`src/rtl/rope_pkg.sv`:
```
`default_nettype none
// ---------------------------------------------------------------------------
// rope_pkg : shared rope status / shock FSM types and the default rope count
// Rev 1.0
// ---------------------------------------------------------------------------
package rope_pkg;

  // Shared with the upstream rope electro-status timer.
  localparam int ROPES_DEFAULT = 6;

  typedef enum logic [1:0] {
    ESTAT_IDLE = 2'b00,
    ESTAT_WARN = 2'b01,
    ESTAT_ELEC = 2'b10
  } electro_status_t;

  typedef enum logic [1:0] {
    IDLE     = 2'b00,
    CONTACT  = 2'b01,
    SHOCKED  = 2'b10,
    COOLDOWN = 2'b11
  } shock_state_t;

  // Raw 2'b11 never matches any named status, so it behaves as idle.
  function automatic logic is_status(input logic [1:0] raw, input electro_status_t s);
    return raw == s;
  endfunction

endpackage
`default_nettype wire

```
`src/rtl/rope_blink_gen.sv`:
```
`default_nettype none
// ---------------------------------------------------------------------------
// rope_blink_gen : frame-tick blink counter, phase toggles every BLINK_FRAMES
// Rev 1.0
// ---------------------------------------------------------------------------
module rope_blink_gen #(
  parameter int BLINK_FRAMES = 8
) (
  input  logic clk,
  input  logic resetN,
  input  logic frameTick,
  output logic blinkPhase
);

  localparam logic [7:0] LAST = 8'(BLINK_FRAMES - 1);

  logic [7:0] blinkCnt;

  always_ff @(posedge clk or negedge resetN) begin
    if (!resetN) begin
      blinkCnt   <= '0;
      blinkPhase <= 1'b1;
    end else if (frameTick) begin
      if (blinkCnt >= LAST) begin
        blinkCnt   <= '0;
        blinkPhase <= ~blinkPhase;
      end else begin
        blinkCnt <= blinkCnt + 8'd1;
      end
    end
  end

endmodule
`default_nettype wire

```
`src/rtl/rope_shock_manager.sv`:
```
`default_nettype none
// ---------------------------------------------------------------------------
// rope_shock_manager : rope contact dwell -> shock/stun/cooldown, warning blink
// Optional lives/game-over logic with `define ROPE_SHOCK_LIVES_EN.  Rev 1.0
// ---------------------------------------------------------------------------
module rope_shock_manager
  import rope_pkg::*;
#(
  parameter int ROPES        = ROPES_DEFAULT,
  parameter int DWELL_FRAMES = 3,
  parameter int STUN_FRAMES  = 45,
  parameter int COOL_FRAMES  = 60,
  parameter int BLINK_FRAMES = 8
`ifdef ROPE_SHOCK_LIVES_EN
  ,
  parameter int LIVES        = 3
`endif
) (
  input  logic                       clk,
  input  logic                       resetN,
  input  logic                       startOfFrame,
  input  logic [ROPES-1:0][1:0]      electroStatus,
  input  logic [ROPES-1:0]           ropeHit,
  output logic                       shockPulse,
  output logic                       playerStunned,
  output logic                       playerInvuln,
  output logic [ROPES-1:0]           ropeBlink,
`ifdef ROPE_SHOCK_LIVES_EN
  output logic [1:0]                 livesLeft,
  output logic                       gameOver,
`endif
  output logic [$clog2(ROPES)-1:0]   shockRope
);

  localparam int         IDX_W     = $clog2(ROPES);
  localparam logic [3:0] DWELL_M1  = 4'(DWELL_FRAMES - 1);
  localparam logic       DWELL_ONE = (DWELL_FRAMES == 1);
  localparam logic       COOL_NONE = (COOL_FRAMES == 0);
  localparam logic [7:0] STUN_INIT = 8'(STUN_FRAMES);
  localparam logic [7:0] COOL_INIT = 8'(COOL_FRAMES);

  logic [ROPES-1:0] touchAcc;
  logic [ROPES-1:0] elecMask;
  logic [IDX_W-1:0] hotIdxNext;
  logic [IDX_W-1:0] hotIdx;
  logic             hotFrame;
  logic             evalTick;
  logic             fireNow;
  logic             frozen;
  logic             blinkPhase;

  shock_state_t     state;
  logic [3:0]       dwellCnt;
  logic [7:0]       stunCnt;
  logic [7:0]       coolCnt;

  // Lowest electrified rope the player touched during the closing frame.
  always_comb begin
    elecMask   = '0;
    hotIdxNext = '0;
    for (int i = ROPES - 1; i >= 0; i--) begin
      elecMask[i] = is_status(electroStatus[i], ESTAT_ELEC);
      if (touchAcc[i] && elecMask[i]) hotIdxNext = IDX_W'(i);
    end
  end

  // A hit coinciding with the frame tick starts the new accumulator.
  always_ff @(posedge clk or negedge resetN) begin
    if (!resetN) begin
      touchAcc <= '0;
      hotFrame <= 1'b0;
      hotIdx   <= '0;
      evalTick <= 1'b0;
    end else begin
      evalTick <= startOfFrame;
      if (startOfFrame) begin
        touchAcc <= ropeHit;
        hotFrame <= |(touchAcc & elecMask);
        hotIdx   <= hotIdxNext;
      end else begin
        touchAcc <= touchAcc | ropeHit;
      end
    end
  end

  always_comb begin
    fireNow = 1'b0;
    if (evalTick && hotFrame && !frozen) begin
      case (state)
        IDLE:    fireNow = DWELL_ONE;
        CONTACT: fireNow = (dwellCnt >= DWELL_M1);
        default: fireNow = 1'b0;
      endcase
    end
  end

  always_ff @(posedge clk or negedge resetN) begin
    if (!resetN) begin
      state         <= IDLE;
      dwellCnt      <= '0;
      stunCnt       <= '0;
      coolCnt       <= '0;
      shockPulse    <= 1'b0;
      playerStunned <= 1'b0;
      playerInvuln  <= 1'b0;
      shockRope     <= '0;
    end else begin
      shockPulse <= 1'b0;
      if (fireNow) begin
        state         <= SHOCKED;
        dwellCnt      <= '0;
        stunCnt       <= STUN_INIT;
        shockPulse    <= 1'b1;
        shockRope     <= hotIdx;
        playerStunned <= 1'b1;
        playerInvuln  <= 1'b1;
      end else if (evalTick && !frozen) begin
        case (state)
          IDLE: begin
            if (hotFrame) begin
              state    <= CONTACT;
              dwellCnt <= 4'd1;
            end
          end
          CONTACT: begin
            if (hotFrame) begin
              if (dwellCnt != 4'hF) dwellCnt <= dwellCnt + 4'd1;
            end else begin
              state    <= IDLE;
              dwellCnt <= '0;
            end
          end
          SHOCKED: begin
            if (stunCnt <= 8'd1) begin
              stunCnt       <= '0;
              playerStunned <= 1'b0;
              if (COOL_NONE) begin
                state        <= IDLE;
                playerInvuln <= 1'b0;
              end else begin
                state   <= COOLDOWN;
                coolCnt <= COOL_INIT;
              end
            end else begin
              stunCnt <= stunCnt - 8'd1;
            end
          end
          COOLDOWN: begin
            if (coolCnt <= 8'd1) begin
              coolCnt      <= '0;
              state        <= IDLE;
              playerInvuln <= 1'b0;
            end else begin
              coolCnt <= coolCnt - 8'd1;
            end
          end
          default: state <= IDLE;
        endcase
      end
    end
  end

`ifdef ROPE_SHOCK_LIVES_EN
  // The last life's shock still pulses; afterwards the FSM is held stunned.
  always_ff @(posedge clk or negedge resetN) begin
    if (!resetN) begin
      livesLeft <= 2'(LIVES);
      gameOver  <= 1'b0;
    end else if (fireNow) begin
      if (livesLeft != 2'd0) livesLeft <= livesLeft - 2'd1;
      if (livesLeft <= 2'd1) gameOver <= 1'b1;
    end
  end
  assign frozen = gameOver;
`else
  assign frozen = 1'b0;
`endif

  rope_blink_gen #(
    .BLINK_FRAMES(BLINK_FRAMES)
  ) u_blink (
    .clk        (clk),
    .resetN     (resetN),
    .frameTick  (startOfFrame),
    .blinkPhase (blinkPhase)
  );

  always_comb begin
    ropeBlink = '1;
    for (int i = 0; i < ROPES; i++) begin
      if (is_status(electroStatus[i], ESTAT_WARN)) ropeBlink[i] = blinkPhase;
    end
  end

endmodule
`default_nettype wire

```
`config.mk`:
```
export PLATFORM = sky130hd
export DESIGN_NAME = rope_shock_manager
export DESIGN_NICKNAME = d
export VERILOG_FILES = /design/src/rtl/rope_pkg.sv /design/src/rtl/rope_blink_gen.sv /design/src/rtl/rope_shock_manager.sv
export SDC_FILE = /design/constraint.sdc
export NUM_CORES = 1
export LEC_CHECK = 0
export ABC_AREA = 0
export CAP_MARGIN = 20
export CORE_MARGIN = 3
export CORE_UTILIZATION = 49
export DETAILED_ROUTE_END_ITERATION = 16
export GPL_TIMING_DRIVEN = 0
export PLACE_DENSITY = 0.75
export SLEW_MARGIN = 20
export SYNTH_ARGS = -nofsm -noshare
export SYNTH_HDL_FRONTEND = slang
export SYNTH_SLANG_ARGS = --single-unit
```
`constraint.sdc`:
```
create_clock -name clk -period 1.8 [get_ports clk]
set_input_delay 0.36 -clock clk [delete_from_list [all_inputs] [get_ports clk]]
set_output_delay 0.36 -clock clk [all_outputs]
set_load 0.05 [all_outputs]
```
# Word-level counts from Yosys, hierarchy flattened
# Cells that the tools add are included.
dict set report totals {
  reg_bits 48
  latchBits 0
  ramBits 0
  rom_bits 0
  out_inout_bits 12
  wordCells 116
  n_memories 0
}
dict set report op_classes {
  addsub 4
  mul 0
  div_mod_pow 0
  magnitude_cmp 4
  n_eq_ne 22
  shifts 0
  muxes 45
  bitwise_logic 4
  reduce_logical 23
}
# op count
set ops {}
lappend ops {{$mux W8} 7}
lappend ops {{$mux W4} 5}
lappend ops {{$mux W3} 6}
lappend ops {{$mux W1} 17}
lappend ops {{$eq A2 B2 Y1 const B} 8}
lappend ops {{$le A8 B1 Y1 const B} 2}
lappend ops {{$pmux W8 S2} 1}
lappend ops {{$sub A8 B1 Y8 const B} 2}
lappend ops {{$eq A2 B1 Y1 const B} 7}
lappend ops {{$mux W2} 6}
lappend ops {{$ne A3 B3 Y1 const B} 4}
lappend ops {{$reduce_bool A2 Y1} 6}
lappend ops {{$add A8 B1 Y8 const B} 1}
lappend ops {{$ge A8 B3 Y1 const B} 1}
lappend ops {{$ne A4 B4 Y1 const B} 2}
lappend ops {{$pmux W2 S4} 1}
lappend ops {{$pmux W4 S2} 1}
lappend ops {{$reduce_and A4 Y1} 2}
lappend ops {{$logic_and A1 B1 Y1} 7}
lappend ops {{$and A6 B6 Y6} 1}
lappend ops {{$mux W6} 1}
lappend ops {{$or A6 B6 Y6} 1}
lappend ops {{$reduce_and A3 Y1} 2}
lappend ops {{$reduce_or A6 Y1} 1}
lappend ops {{8 further kinds} 10}

# Logic depth before layout (Yosys ltp)
# Gate-level depths: netlist of the first run.
dict set report logic_depth {
  word_depth 8
  ltp_mapped 8
}

# Modules after synthesis
# A second synthesis of the first run with hierarchy kept.
dict set report unflattened {
  cells_unflattened 253
  area_unflattened_um2 2484.9
}
# module instances cells_each area_per_inst_um2
set by_module_without_submodules {}
lappend by_module_without_submodules {rope_shock_manager 1 216 2065.7}
lappend by_module_without_submodules {rope_blink_gen 1 37 419.2}

# Worst setup path before layout of the first run
# Ideal clock, no wire load.
dict set report synth_path {
  kind {reg-to-reg}
  start {reg stunCnt[0]}
  end {reg stunCnt[1]}
  setup_time_ps 83
  arrival_time_ps 1832
  setup_slack_ps -114
  path_stages_with_launch 8
  path_cell_list {dfrtp_1 inv_1 ha_1 or2_2 and3_1 buf_2 or4_1 o21ai_0}
}
dict set report synth_via {
  elab_chain_cells 5
  word_cells_on_any_way 6
  cone_classes {1 x add/sub; 1 x order compare; 4 x mux}
}
# item line
set synth_rtl {}
lappend synth_rtl {{start, declared} rope_shock_manager.sv:54} ;# logic [7:0] stunCnt;
lappend synth_rtl {{start signal, assigned} rope_shock_manager.sv:145} ;# stunCnt <= stunCnt - 8'd1;
lappend synth_rtl {{$sub A8 B1 Y8 or $le A8 B1 Y1 (tied branches)} {rope_shock_manager.sv:145, rope_shock_manager.sv:134}}
lappend synth_rtl {{$mux W8 *} rope_shock_manager.sv:134} ;# if (stunCnt <= 8'd1) begin
lappend synth_rtl {{$mux W8 *} rope_shock_manager.sv:118} ;# case (state)
lappend synth_rtl {{$mux W8 *} rope_shock_manager.sv:117} ;# end else if (evalTick && !frozen) begin
lappend synth_rtl {{$mux W8 *} rope_shock_manager.sv:109} ;# if (fireNow) begin
# Every way passes the cells marked *; elsewhere a longest branch is shown, timed or not. The select of a mux whose other input is x is not followed.
# A chain may end at the register's enable or synchronous reset.

# Worst setup path in the final report of the first run
dict set report layout_path {
  start {reg dwellCnt[0]}
  end {reg stunCnt[6]}
}
dict set report layout_via {
  elab_chain_cells 5
  word_cells_on_any_way 7
  cone_classes {1 x order compare; 3 x mux; 3 x reduce/logical}
}
# item line
set layout_rtl {}
lappend layout_rtl {{start, declared} rope_shock_manager.sv:53} ;# logic [3:0] dwellCnt;
lappend layout_rtl {{start signal, assigned} rope_shock_manager.sv:127} ;# if (dwellCnt != 4'hF) dwellCnt <= dwellCnt + 4'd1;
lappend layout_rtl {{$ge A4 B2 Y1 *} rope_shock_manager.sv:91} ;# CONTACT: fireNow = (dwellCnt >= DWELL_M1);
lappend layout_rtl {{$mux W1 *} rope_shock_manager.sv:89} ;# case (state)
lappend layout_rtl {{$mux W1 *} rope_shock_manager.sv:88} ;# if (evalTick && hotFrame && !frozen) begin
lappend layout_rtl {{$reduce_bool A2 Y1 (no source line)} --}
lappend layout_rtl {{$reduce_and A2 Y1 (no source line)} --}
# Every way passes the cells marked *; elsewhere a longest branch is shown, timed or not.

==> out/metrics.cfg, run 1 <==
[setup_path]
r2r-start = dwellCnt[0]
endpoint_kind = flip-flop
reg2reg_depth = 6
regToRegSetupSlack_ps = 3
crit_chain = inv_2 -> ha_2 -> or4_4 -> a31o_4 -> a31o_1 -> a21oi_2
regToRegEndpoint = stunCnt[6]
crit_fanout = 8
slowest_delay_ps = 490
startpoint_type = flip-flop
path_class = flip-flop to flip-flop
crit_arrival_ps = 2040
crit_required_ps = 2040
cp_slowest_cell = or4_4

[cells_and_area]
final-instance-count-excl-fill = 377
area_growth_pct = 27.0
post-route-util_pct = 65.4
num_antenna_cells = 0
drive_gt1_share_pct = 17.1
fin_area_um2 = 3150
fin_nets = 337

[sta]
final_hold_viol_count = 0
drv_slew = 0
tns_ps = 0
rsz0062_at_grt = true
post-route-min-period_ps = 1800
fmax_ghz = 0.556
worst_slack_ps = 2.91
finalCritPeriodShare_pct = 99.8
setup_viol = 0
skew_ps = 2.77
slew_headroom_pct = 55.4
worst_pin_slew_ps = 663

[placement]
port_buffers = 32
dpl_worst_slack_ps = -320
placedCellCount = 358
hpwl_mm = 3.90
place.gp.congestion = 0.808
place_area_um2 = 2910

[route]
antenna_left = 0
vias_per_cell = 5.62
vias = 2117
totalWireLength_mm = 5.52
drt_first_pass_iters = 5
first_iter_violations = 149
drc = 0
avgRoutedWirePerCell_um = 14.6

[power]
leakage_nw = 1.44
combPwrFrac_pct = 46.3
ir_worst_vdd_mv = 0.604
clkPwrFrac_pct = 16.9
switching_share_pct = 42.0
p_seq_share_pct = 36.7
p_switching_mw = 1.98
pwr_density_cell_nw_per_um2 = 1500
internal-power_mw = 2.75

[min_path]
hp-class = flip-flop to flip-flop
holdPathEnd = touchAcc[4]
hold_start = touchAcc[4]
hold_depth = 1

[status]
outcome = finished, final reports clean

[cts]
clock_path_buffers = 2
insertion_delay_ps = 300
cts_buffers = 5
root_buffer = clkbuf_8
h-tree-depth = 2
cts.sinks = 48
tritoncts = yes
path_clk_slew_ps = 90

[yosys]
synthFlopType = dfrtp_1
syn_nets = 286
ys_top_cells_by_area = dfrtp_1 (47%), nand2_1 (6.4%), ha_1 (3.5%), nor2_1 (3.3%), o21ai_0 (2.6%)
synth_edf_count = 0
ys_async_sr_fraction_pct = 100
syn_inst = 258
ys_seq_area_share_pct = 48.4
synth_commonest_cells = dfrtp_1 (47), nand2_1 (42), nor2_1 (22)
yosys.cell_count.top_type = dfrtp_1
ys_warn_count = 0
netlist_area_um2 = 2480
yosysUniqueCellTypes = 55
synth_area_leader_cell = dfrtp_1
syn_area_per_cell_um2 = 9.62
ys_ff_latch = 48
synth_top_area_share_pct = 47.4

[floorplan]
core_area_um2 = 4820
ios = 33
die_area_um2 = 5960
fp.dieW_um = 77.2
die_y_um = 77.2
floorplan.initialDensity_pct = 51.5
fp-row-count = 25

[global_route]
grt_max_degree = 34
grt.total_usage_pct = 20.0
grt_pass1_wl_mm = 9.67
grt_pass1_vias = 2165
antenna_found_initial = 0
grt.overflow.total = 0

[flow_run]
maxCapViolCount = 0

[area by class of cell]
cell class / instances / area [µm²]
clock buffer: 5 / 68.8
sequential: 48 / 1200
inverter: 10 / 37.5
fill: 412 / 1670
timing repair buffer: 49 / 430
multi-input combinational: 190 / 1260
tap: 67 / 83.8
buffer: 5 / 20.0
clock inverter: 3 / 46.3
[power groups by stage]
stage | Combinational, mW | Clock (mW) | Sequential [mW]
6_report | 2.19 | 0.802 | 1.74
5_1_grt | 2.42 | 0.868 | 1.79
4_1_cts | 2.09 | 0.818 | 1.71
3_5_place_dp | 1.97 | 0 | 1.72
3_3_place_gp | 1.93 | 0 | 1.71
2_1_floorplan | 1.32 | 0 | 1.82
[cell families (layout without fill, tap and decap cells)]
logic type	after synthesis	after routing	share of synthesized area (%)
compound gates	66	66	19.7
xor+xnor	1	1	0.353
fa+ha+maj	7	7	3.53
buf+inv	20	72	3.38
flops	48	48	48.4
mux	2	2	0.806
simple gates	114	114	23.8
[registers in the layout, indices dropped and copies added, names as in the netlist, 2 cells and up]
| signal | cells |
|---|---|
| touchAcc | 6 |
| dwellCnt | 4 |
| stunCnt | 8 |
| shockRope | 3 |
| coolCnt | 8 |
| hotIdx | 3 |
| state | 2 |
| u_blink.blinkCnt | 8 |
[worst max-delay path: cells and delay by family, from the launching register on]
family,cells,cell delay (ps)
AND/OR/NAND/NOR,1,490
buffers and inverters,1,50
adder cells (fa/ha/maj),1,170
flip-flops,1,380
AO/OA/AOI/OAI,3,630
[how the worst max path moves through the flow]
stage | from | endpoint | cells past startpoint
2_1_floorplan | stunCnt[0] | stunCnt[1] | 7
3_3_place_gp | resetN | shockRope[1] | 1
3_5_place_dp | electroStatus[1] | ropeBlink[0] | 4
4_1_cts | dwellCnt[0] | stunCnt[6] | 6
5_1_grt | dwellCnt[0] | stunCnt[6] | 6
6_report | dwellCnt[0] | stunCnt[6] | 6
[timing repair]
action / in CTS / in global routing
hold endpoints to repair: 15 / 0
setup endpoints to repair: 25 / 17
resized for setup: 35 / 20
setup buffers: 9 / 6
pin swaps: 1 / 2
hold buffers: 1 / 0
[stage by stage]
stage	hold WS, ps	total power [mW]
global route	510	5.07
floorplan	64.4	3.14
CTS	489	4.62
global placement	460	3.64
finish	487	4.73
detailed placement	309	3.70
[per-layer routing]
layer	share of wire (%)	global-route usage (%)	vias to the layer above
met5	0	0	-
met4	1.1	5.87	0
met3	4.2	4.69	7
met2	50	35.0	51
met1	45	24.4	1026
li1	-	-	1033
[layout by cell type (no fill, tap or decap), types with 3 or more instances in the layout]
cell / instances
ha_1: 5
or3_1: 3
nand3b_1: 6
nand2_1: 41
inv_1: 6
a31oi_1: 4
nor2b_1: 4
o21ai_0: 13
clkbuf_8: 5
a21o_1: 8
inv_2: 4
a2bb2oi_1: 3
nor2_1: 22
clkdlybuf4s50_1: 19
a41oi_1: 3
dlygate4sd2_1: 6
nor3_1: 6
nand4_1: 3
dfrtp_1: 47
buf_4: 14
clkbuf_1: 4
nand3_1: 5
a21oi_1: 10
nand2b_1: 3
buf_2: 6
and3b_1: 3
(Power assumes the default switching activity.)
==> inputs of run 2 (changes only) <==
--- a/config.mk
+++ b/config.mk
@@ -7,11 +7,13 @@
 export LEC_CHECK = 0
 export ABC_AREA = 0
 export CAP_MARGIN = 20
+export CORE_ASPECT_RATIO = 0.7
 export CORE_MARGIN = 3
 export CORE_UTILIZATION = 49
 export DETAILED_ROUTE_END_ITERATION = 16
 export GPL_TIMING_DRIVEN = 0
 export PLACE_DENSITY = 0.75
+export REMOVE_ABC_BUFFERS = 1
 export SLEW_MARGIN = 20
 export SYNTH_ARGS = -nofsm -noshare
 export SYNTH_HDL_FRONTEND = slang
==> out/metrics.cfg, run 2 (same netlist as run 1, synthesis figures left out) <==
[status]
outcome = finished with violations
violations = negative setup slack

[global_route]
grt.total_usage_pct = 21.9
grt.overflow.total = 0
grt_pass1_wl_mm = 10.3
grt_pass1_vias = 2051
antenna_found_initial = 0
grt_max_degree = 27

[floorplan]
fp.dieW_um = 91.1
floorplan.initialDensity_pct = 53.9
die_area_um2 = 5970
fp-row-count = 20
core_area_um2 = 4600
die_y_um = 65.6
ios = 33

[sta]
fmax_ghz = 0.555
timing.hold.ws_ps = 14.7
final_hold_viol_count = 0
worst_pin_slew_ps = 683
drv_slew = 0
finalCritPeriodShare_pct = 100
worst_slack_ps = -3.38
slew_headroom_pct = 54.0
skew_ps = 13.7
rsz0062_at_grt = true
post-route-min-period_ps = 1800
tns_ps = -3.38
setup_viol = 1

[power]
combPwrFrac_pct = 45.5
clkPwrFrac_pct = 18.5
ir_worst_vdd_mv = 0.904
switching_share_pct = 41.8
internal-power_mw = 2.97
p_seq_share_pct = 36.1
p_switching_mw = 2.13
leakage_nw = 1.45
pwr_density_cell_nw_per_um2 = 1570

[route]
antenna_left = 0
totalWireLength_mm = 6.31
first_iter_violations = 217
drt_first_pass_iters = 4
vias_per_cell = 5.83
vias = 2204
drc = 0
avgRoutedWirePerCell_um = 16.7

[cts]
h-tree-depth = 2
insertion_delay_ps = 310
clock_path_buffers = 2
path_clk_slew_ps = 100
root_buffer = clkbuf_8
cts.sinks = 48
tritoncts = yes
cts_buffers = 5

[cells_and_area]
reg_top3 = coolCnt x8, stunCnt x8, u_blink.blinkCnt x8
fin_nets = 339
num-fill-cells = 358
mostFrequentLayoutCells = nand2_1 (42), dfrtp_1 (42), nor2_1 (21), buf_4 (21), clkdlybuf4s50_1 (19)
area_growth_pct = 30.7
num_antenna_cells = 0
drive_gt1_share_pct = 22.4

[setup_path]
r2r-start = dwellCnt[1]
regToRegEndpoint = stunCnt[2]
crit_fanout = 7
regToRegSetupSlack_ps = -3
crit_required_ps = 2000
endpoint_kind = flip-flop
reg2reg_depth = 5
crit_arrival_ps = 2010
startpoint_type = flip-flop
path_class = flip-flop to flip-flop

[min_path]
hp-class = input pin to asynchronous set/reset pin

[flow_run]
maxCapViolCount = 0

[placement]
place.gp.congestion = 0.820
hpwl_mm = 4.04
port_buffers = 32

## run 2: cell types whose count changed in the layout (fill, tap and decap cells not counted), moves of 2 or more
cell      delta
ha_4         +2
dfrtp_2      +5
dfrtp_1      -5
o21ai_1      +2
buf_4        +7
ha_1         -2
inv_1        -2
o21ai_0      -2
clkbuf_1     -4
## run 2: final cells by class
type	count	area [µm²]	share of cell area, %
timing repair buffer	55	467	14.4
multi-input combinational	191	1300	40.2
tap	66	82.6	2.55
sequential	48	1210	37.3
clock inverter	3	68.8	2.12
inverter	10	45.0	1.39
clock buffer	5	68.8	2.12
## run 2: timing repair
action | CTS | global route
setup endpoints to repair | 32 | 30
cloned | 0 | 1
pin swaps | 5 | 7
hold buffers | 0 | 0
setup buffers | 12 | 11
resized for setup | 42 | 28
## run 2: critical path, stage by stage, from the launching register on
cell        delay (ps)
dfrtp_2            450
ha_4               160
or4_4              490
nand3_4            140
clkinvlp_4         170
a221o_1            290
## run 2: per-layer routing
layer	part of all wire [%]	global-route usage (%)	vias to the layer above
met5	0	0	-
met4	1.2	6.02	0
li1	-	-	1041
met2	44	32.8	79
met3	6.2	4.12	9
met1	48	32.6	1075
## run 2: per-stage QoR
stage	cells	area [µm²]	total power, mW	setup slack, ps	utilization (%)
floorplan	248	2440	3.04	-51.3	-
global placement	346	2840	3.54	-987	61.7
detailed placement	347	2850	3.61	-383	62.0
CTS	367	3140	4.82	-1.23	68.3
global route	378	3240	5.44	-65.1	70.5
finish	378	3240	5.11	-3.38	70.5
## run 2: worst max-delay path by stage
stage                               endpoint  depth (start not counted)    startpoint  slack, ps
after global placement           touchAcc[4]                          1        resetN       -990
after floorplan                   stunCnt[1]                          6    stunCnt[0]        -50
after CTS                         stunCnt[6]                          6   dwellCnt[0]         -1
final                             stunCnt[2]                          5   dwellCnt[1]         -3
after global routing              stunCnt[5]                          7   dwellCnt[0]        -70
after detailed placement  u_blink.blinkPhase                          4  startOfFrame       -380
## run 2: power by group through the flow
stage          clock [mW]  sequential (mW)  combinational, mW
2_1_floorplan           0             1.87               1.17
3_3_place_gp            0             1.80               1.74
3_5_place_dp            0             1.81               1.80
4_1_cts             0.957             1.80               2.07
5_1_grt              1.01             1.90               2.52
6_report            0.943             1.84               2.32
